==> src/rtl/uart_cnt_reporter.sv <==
// -----------------------------------------------------------------------------
// uart_cnt_reporter
//
// Converts a 14-bit binary counter value into four ASCII decimal digits
// (thousands first, leading zeros kept) and sends them one byte at a time
// through a byte-oriented UART transmitter. When NEWLINE is 1, CR and LF
// follow the digits. Values above 9999 are reported as 9999.
//
// Flow: IDLE -> CONVERT (14 cycles of double-dabble) -> SEND/WAIT_DONE once
// per byte -> IDLE with a one-cycle o_report_done pulse.
//
// Parameters
//   NEWLINE        1: append 0x0D 0x0A after the digits (6 bytes per report)
//                  0: digits only (4 bytes per report)
//
// Ports
//   clk            system clock, rising edge
//   reset          asynchronous, active-high reset
//   i_digit[13:0]  unsigned counter value, latched when a request is accepted
//   i_report       report request, only looked at while idle
//   i_tx_done      one-cycle pulse from the UART: current byte finished
//   o_tx_start     one-cycle pulse to the UART: launch o_tx_data
//   o_tx_data[7:0] byte for the UART, held until its i_tx_done
//   o_busy         high from request acceptance until the last byte's done
//   o_report_done  one-cycle pulse when the last byte has completed
// -----------------------------------------------------------------------------
module uart_cnt_reporter #(
    parameter int NEWLINE = 1
) (
    input  logic        clk,
    input  logic        reset,
    input  logic [13:0] i_digit,
    input  logic        i_report,
    input  logic        i_tx_done,
    output logic        o_tx_start,
    output logic [7:0]  o_tx_data,
    output logic        o_busy,
    output logic        o_report_done
);

    localparam logic [1:0] IDLE      = 2'd0;
    localparam logic [1:0] CONVERT   = 2'd1;
    localparam logic [1:0] SEND      = 2'd2;
    localparam logic [1:0] WAIT_DONE = 2'd3;

    // Index of the final byte of a report.
    localparam logic [2:0] LAST_IDX = (NEWLINE != 0) ? 3'd5 : 3'd3;

    // The conversion runs exactly one iteration per input bit.
    localparam logic [3:0] LAST_SHIFT = 4'd13;

    localparam logic [13:0] MAX_VALUE = 14'd9999;

    logic [1:0]  state;
    logic [13:0] value;       // latched binary value, shifted out MSB first
    logic [15:0] bcd;         // four BCD nibbles, thousands in [15:12]
    logic [3:0]  shift_cnt;
    logic [2:0]  byte_idx;
    logic [15:0] bcd_adj;

    // Clamp values that do not fit in four decimal digits.
    function automatic logic [13:0] sat_value(input logic [13:0] v);
        return (v > MAX_VALUE) ? MAX_VALUE : v;
    endfunction

    // Double-dabble correction: any nibble >= 5 gets +3 so that the
    // following left shift carries correctly into the next decimal digit.
    function automatic logic [15:0] add3(input logic [15:0] b);
        logic [15:0] r;
        r = b;
        for (int n = 0; n < 4; n++) begin
            if (b[n*4 +: 4] >= 4'd5) begin
                r[n*4 +: 4] = b[n*4 +: 4] + 4'd3;
            end
        end
        return r;
    endfunction

    // Byte selection in transmit order.
    function automatic logic [7:0] byte_at(input logic [2:0] idx,
                                           input logic [15:0] b);
        logic [7:0] r;
        case (idx)
            3'd0:    r = {4'h3, b[15:12]};
            3'd1:    r = {4'h3, b[11:8]};
            3'd2:    r = {4'h3, b[7:4]};
            3'd3:    r = {4'h3, b[3:0]};
            3'd4:    r = 8'h0D;
            3'd5:    r = 8'h0A;
            default: r = 8'h00;
        endcase
        return r;
    endfunction

    always_comb begin
        bcd_adj = add3(bcd);
    end

    always_ff @(posedge clk or posedge reset) begin
        if (reset) begin
            state         <= IDLE;
            value         <= '0;
            bcd           <= '0;
            shift_cnt     <= '0;
            byte_idx      <= '0;
            o_tx_start    <= 1'b0;
            o_tx_data     <= 8'h00;
            o_busy        <= 1'b0;
            o_report_done <= 1'b0;
        end else begin
            // Both strobes are single-cycle unless re-armed below.
            o_tx_start    <= 1'b0;
            o_report_done <= 1'b0;

            case (state)
                IDLE: begin
                    if (i_report) begin
                        value     <= sat_value(i_digit);
                        bcd       <= '0;
                        shift_cnt <= '0;
                        byte_idx  <= '0;
                        o_busy    <= 1'b1;
                        state     <= CONVERT;
                    end
                end

                CONVERT: begin
                    // Correct, then shift the binary MSB into the BCD LSB.
                    bcd       <= {bcd_adj[14:0], value[13]};
                    value     <= {value[12:0], 1'b0};
                    shift_cnt <= shift_cnt + 4'd1;
                    if (shift_cnt == LAST_SHIFT) begin
                        state <= SEND;
                    end
                end

                SEND: begin
                    o_tx_data  <= byte_at(byte_idx, bcd);
                    o_tx_start <= 1'b1;
                    state      <= WAIT_DONE;
                end

                WAIT_DONE: begin
                    // o_tx_data is left untouched here, so it stays stable
                    // for the whole byte time.
                    if (i_tx_done) begin
                        if (byte_idx == LAST_IDX) begin
                            byte_idx      <= '0;
                            o_busy        <= 1'b0;
                            o_report_done <= 1'b1;
                            state         <= IDLE;
                        end else begin
                            byte_idx <= byte_idx + 3'd1;
                            state    <= SEND;
                        end
                    end
                end

                default: state <= IDLE;
            endcase
        end
    end

endmodule

==> config.mk <==
export PLATFORM = sky130hd
export DESIGN_NAME = uart_cnt_reporter
export DESIGN_NICKNAME = d
export VERILOG_FILES = /design/src/rtl/uart_cnt_reporter.sv
export SDC_FILE = /design/constraint.sdc
export NUM_CORES = 1
export LEC_CHECK = 0
export ABC_AREA = 0
export CAP_MARGIN = 0
export CORE_ASPECT_RATIO = 0.75
export CORE_MARGIN = 2
export CORE_UTILIZATION = 45
export CTS_CLUSTER_DIAMETER = 200
export CTS_CLUSTER_SIZE = 12
export DETAILED_ROUTE_END_ITERATION = 6
export HOLD_SLACK_MARGIN = 0.05
export PLACE_DENSITY = 0.66
export SLEW_MARGIN = 20
export SYNTH_ARGS = -nofsm -noshare
export SYNTH_HDL_FRONTEND = slang
export SYNTH_SLANG_ARGS = --single-unit
==> constraint.sdc <==
create_clock -name clk -period 2.2 [get_ports clk]
set_input_delay 0.33 -clock clk [delete_from_list [all_inputs] [get_ports clk]]
set_output_delay 0.33 -clock clk [all_outputs]
set_load 0.01 [all_outputs]
Yosys cells after proc, flatten, opt, wreduce, memory -nomap -nowiden. Cells that the tools add are included.

Register bits: 50. Output and inout port bits: 11. Bits in writable memories: 0. Bits of input ports: 18. Memories: 0. Latch bits: 0. ROM bits: 0.

Reductions and logical operators: 8. Bitwise logic cells: 0. Muxes and demuxes: 29. $lt $le $gt $ge: 5. Divide/modulo/power cells: 0. Add/sub/neg operators: 6. Shifts and indexed selects: 0. Equal/unequal tests: 13. Multipliers: 0.

Operators with widths (count): $pmux W6 S6 (1); $pmux W16 S2 (1); $mux W14 (2); $pmux W14 S2 (1); $ge A4 B3 Y1 const B (4); $mux W16 (1); $mux W4 (4); $gt A14 B14 Y1 const B (1); $add A4 B2 Y4 const B (3); $mux W3 (4); $mux W2 (4); $ne A2 B2 Y1 const B (4); $pmux W2 S4 (1); $pmux W4 S2 (1); $mux W1 (7); $eq A3 B2 Y1 const B (2); $eq A3 B3 Y1 const B (2); $pmux W3 S2 (1); $reduce_and A3 Y1 (2); $add A4 B1 Y4 const B (1); $eq A2 B2 Y1 const B (2); $eq A4 B4 Y1 const B (1); $reduce_and A4 Y1 (1); $reduce_bool A2 Y1 (2); other kinds (8) (8).

Logic depth before layout (Yosys ltp).
Word-level depth: 4. Depth in mapped cells: 7. Gate-level depth less buffers: 6.

Least setup slack after synthesis. OpenSTA, ideal clock, no wires.

Path type: flip-flop to flip-flop. From: register byte_idx[1]. To: register o_tx_data[0]. Data required time: 2.074 ns. Slack: 0.596 ns. Setup time: 0.126 ns. Clock period less this slack: 1.604 ns. Cell stages (with the launch flop): 7. Path buffers: 1. Arrival: 1.478 ns. Cell sequence: dfrtp_1 > buf_2 > and2_1 > ha_1 > nor3b_1 > nor2_1 > a221o_1.

Longest elaborated chain between the ends: 2. Elaborated cells on any way between the ends: 7. Those cells by class: eq/ne: 5; mux: 1; reduce/logical: 1.

RTL lines: start: declaration (line 58) `logic [2:0] byte_idx;`; start signal: assignment (line 153) `byte_idx <= byte_idx + 3'd1;`; $eq A3 B3 Y1, or another cell as far along (line 83) `case (idx)`; $pmux W6 S6 (*) (line 83); end signal: assignment (line 138) `o_tx_data <= byte_at(byte_idx, bcd);`; end: declaration (line 36) `output logic [7:0] o_tx_data,`.

Every way passes the cells marked *; elsewhere a longest branch is shown, timed or not. A chain may end at the register's enable or synchronous reset.

Worst setup path after layout.
From: register byte_idx[0]. To: register o_tx_data[2].

The elaborated chain is that of the path after synthesis.

==> flow_metrics.tcl <==
set metrics [dict create \
    cts-htree-levels 2 \
    grt_pass1_vias 1999 \
    tritoncts "yes" \
    drive_above_1_share_pct 8.39 \
    cp_cell_sequence "and2_1 > ha_1 > a2111oi_0 > nor2_1" \
    vias 1983 \
    io_pins 29 \
    via_per_inst 5.49 \
    hold_path_class "in -> async" \
    track_usage_pct 19.5 \
    fin_crit_ns 1.77 \
    core_area_sq_um 5440 \
    synth_largest_area_cell "dfrtp_1" \
    clock.fmax_mhz 566 \
    drc 0 \
    synth_warnings 0 \
    cts_hold_buf 0 \
    p_leak_nw 1.30 \
    path_max_fanout 13 \
    port_buffers 26 \
    dieArea_sq_um 6360 \
    cp-start-kind "flip-flop" \
    fin_worst_hold_slack_ns 0.365 \
    dr.pass1.iters 4 \
    synth_top_area_share_pct 45.6 \
    worstPathArrival_ns 1.93 \
    synth_cell_types 47 \
    ctsResizeCount 0 \
    irDropWorstVdd_v 0.000543 \
    timing.final.crit_share_pct 80.2 \
    synth-seq-cells 47 \
    n_antenna_cell 0 \
    power_density_nw_per_um2 1290 \
    end_kind "flip-flop" \
    wl_per_cell_um 15.7 \
    grt_pass1_wl_um 9940 \
    overflow 0 \
    antenna_found_initial 0 \
    synth-main-ff-cell "dfrtp_1" \
    slowest_delay_ns 0.53 \
    crit_type "reg -> reg" \
    async_reset_ff_share_pct 100 \
    crit_slowest_cell "dfrtp_1" \
    core.rowCount 23 \
    synth.cell_area_sq_um 2580 \
    start_util_pct 47.4 \
    grt_max_degree 23 \
    crit_required_ns 2.36 \
    finalClockSkew_ns 0.00560 \
    synth-edff-count 0 \
    cts_setup_buffers 0 \
    ff2ff_path_depth 4 \
    hpwl_um 4100 \
    clock_latency_ns 0.29 \
    drv_cap 0 \
    finalHoldViolCount 0 \
    grt_setup_unrepaired "false" \
    die_x_um 91.4 \
    detail-route-antenna-nets 0 \
    clockBufferDepth 2 \
    final_max_slew_viol_count 0 \
    syn2layout_area_growth_pct 14.7 \
    path_clk_slew_ns 0.08 \
    synthCells 262 \
    fillerInstances 490 \
    clock_sinks 47 \
    root_buffer "clkbuf_8" \
    drtIter0Drc 135 \
    gp_congestion 0.834 \
    status "finished, final reports clean" \
    nNetsFinal 316 \
    wl_um 5650 \
    ys_seq_area_share_pct 45.6 \
    setup_viol 0 \
    setup_tns_ns 0 \
    synthTopCellsByArea "dfrtp_1 46%, ha_1 5.3%, o21ai_0 4.5%" \
    cts_buffers 5 \
    avgSynthCellArea_sq_um 9.84 \
    die_h_um 69.6 \
]
[routing by layer]
| metal | up-vias | track usage [%] | wire length, um |
|---|---|---|---|
| met5 | - | 0 | 0 |
| met4 | 0 | 3.54 | 26 |
| met3 | 2 | 3.59 | 215 |
| met2 | 26 | 28.1 | 2440 |
| met1 | 968 | 30.6 | 2970 |
| li1 | 987 | - | - |
[kinds of logic after synthesis]
logic type	count (synthesis)	share of synthesized area, %
AO/OA/AOI/OAI	81	21.4
XOR/XNOR	5	1.70
adder cells (fa/ha/maj)	11	5.34
buffers and inverters	30	6.07
flip-flops	47	45.6
multiplexers	8	3.35
other	1	0.145
AND/OR/NAND/NOR	79	16.4
[cell usage in the layout (no fill, tap or decap), types with 6 or more instances in the layout]
cell	n
dfrtp_1	47
clkdlybuf4s50_1	26
o21ai_0	23
nand2_1	22
nand3_1	14
nor2_1	14
inv_1	13
a21oi_1	11
ha_1	11
o31ai_1	8
nand2b_1	8
buf_4	7
a22o_1	6
[critical path: cells and delay by family, from the launching register on]
kind / cells / cell delay [ns]
DFF: 1 / 0.53
AOI/OAI and AO/OA: 1 / 0.51
and+or+nand+nor: 2 / 0.35
adders and majority gates: 1 / 0.26
[report_power, final]
part	internal (mW)	total [mW]	switching, mW
clock	0.212	0.476	0.264
combinational	0.849	1.76	0.914
sequential	1.21	1.59	0.375
[state kept, by name, summed over array words and instances (netlist names), 2 cells and up]
name	count
bcd	16
byte_idx	3
o_tx_data	5
shift_cnt	4
state	2
value	14
[area by class of cell]
type | instances | area [sq um] | share of cell area (%)
Clock buffer | 6 | 72.6 | 2.45
Tap cell | 75 | 93.8 | 3.17
Sequential cell | 47 | 1180 | 39.8
Timing Repair Buffer | 33 | 313 | 10.6
Inverter | 14 | 52.6 | 1.78
Multi-Input combinational cell | 186 | 1250 | 42.3
[metrics by stage]
step | worst slack [ns] | power [mW] | instance area [sq um] | utilization [%] | cells
after detailed placement | 0.152 | 3.37 | 2890 | 53.0 | 355
after global routing | 0.307 | 4.19 | 2960 | 54.4 | 361
after global placement | 0.206 | 3.32 | 2890 | 53.0 | 355
after floorplan | 0.596 | 2.88 | 2580 | - | 263
final | 0.435 | 3.83 | 2960 | 54.4 | 361
after CTS | 0.418 | 3.85 | 2960 | 54.4 | 361
[final timing paths]
kind                       slack, ns                  endpoint                    start
setup / recovery                0.43  o_tx_data[2]$_DFFE_PP0P_  byte_idx[0]$_DFFE_PP0P_
hold / removal                  0.36        bcd[8]$_DFFE_PP0P_                    reset
setup reg to reg                0.43  o_tx_data[2]$_DFFE_PP0P_  byte_idx[0]$_DFFE_PP0P_
hold reg to reg                 0.49     value[13]$_DFFE_PP0P_    value[13]$_DFFE_PP0P_
max in group asynchronous       1.28        bcd[5]$_DFFE_PP0P_                    reset
min in group clk                0.49     value[13]$_DFFE_PP0P_    value[13]$_DFFE_PP0P_
[Yosys cell counts, types with 2 or more instances]
| library cell | n |
|---|---|
| a211oi_1 | 2 |
| a22oi_1 | 2 |
| nor3_1 | 3 |
| o31ai_1 | 8 |
| a32o_1 | 4 |
| buf_4 | 5 |
| o22ai_1 | 4 |
| nand4_1 | 2 |
| a21oi_1 | 11 |
| buf_6 | 2 |
| nand3b_1 | 2 |
| nand2_4 | 2 |
| a22o_1 | 6 |
| a221o_1 | 2 |
| buf_2 | 8 |
| o21a_1 | 4 |
| ha_1 | 11 |
| mux2i_1 | 3 |
| o22a_1 | 3 |
| xnor2_1 | 4 |
| mux2_2 | 5 |
| nand2_1 | 22 |
| o21ai_0 | 23 |
| dfrtp_1 | 47 |
| nor3b_1 | 3 |
| and3b_1 | 2 |
| nand3_1 | 14 |
| nand2b_1 | 8 |
| nor2_1 | 14 |
| and2_1 | 2 |
| inv_1 | 14 |
| a21o_1 | 5 |
Note: power is estimated with default switching activity, not from simulation.
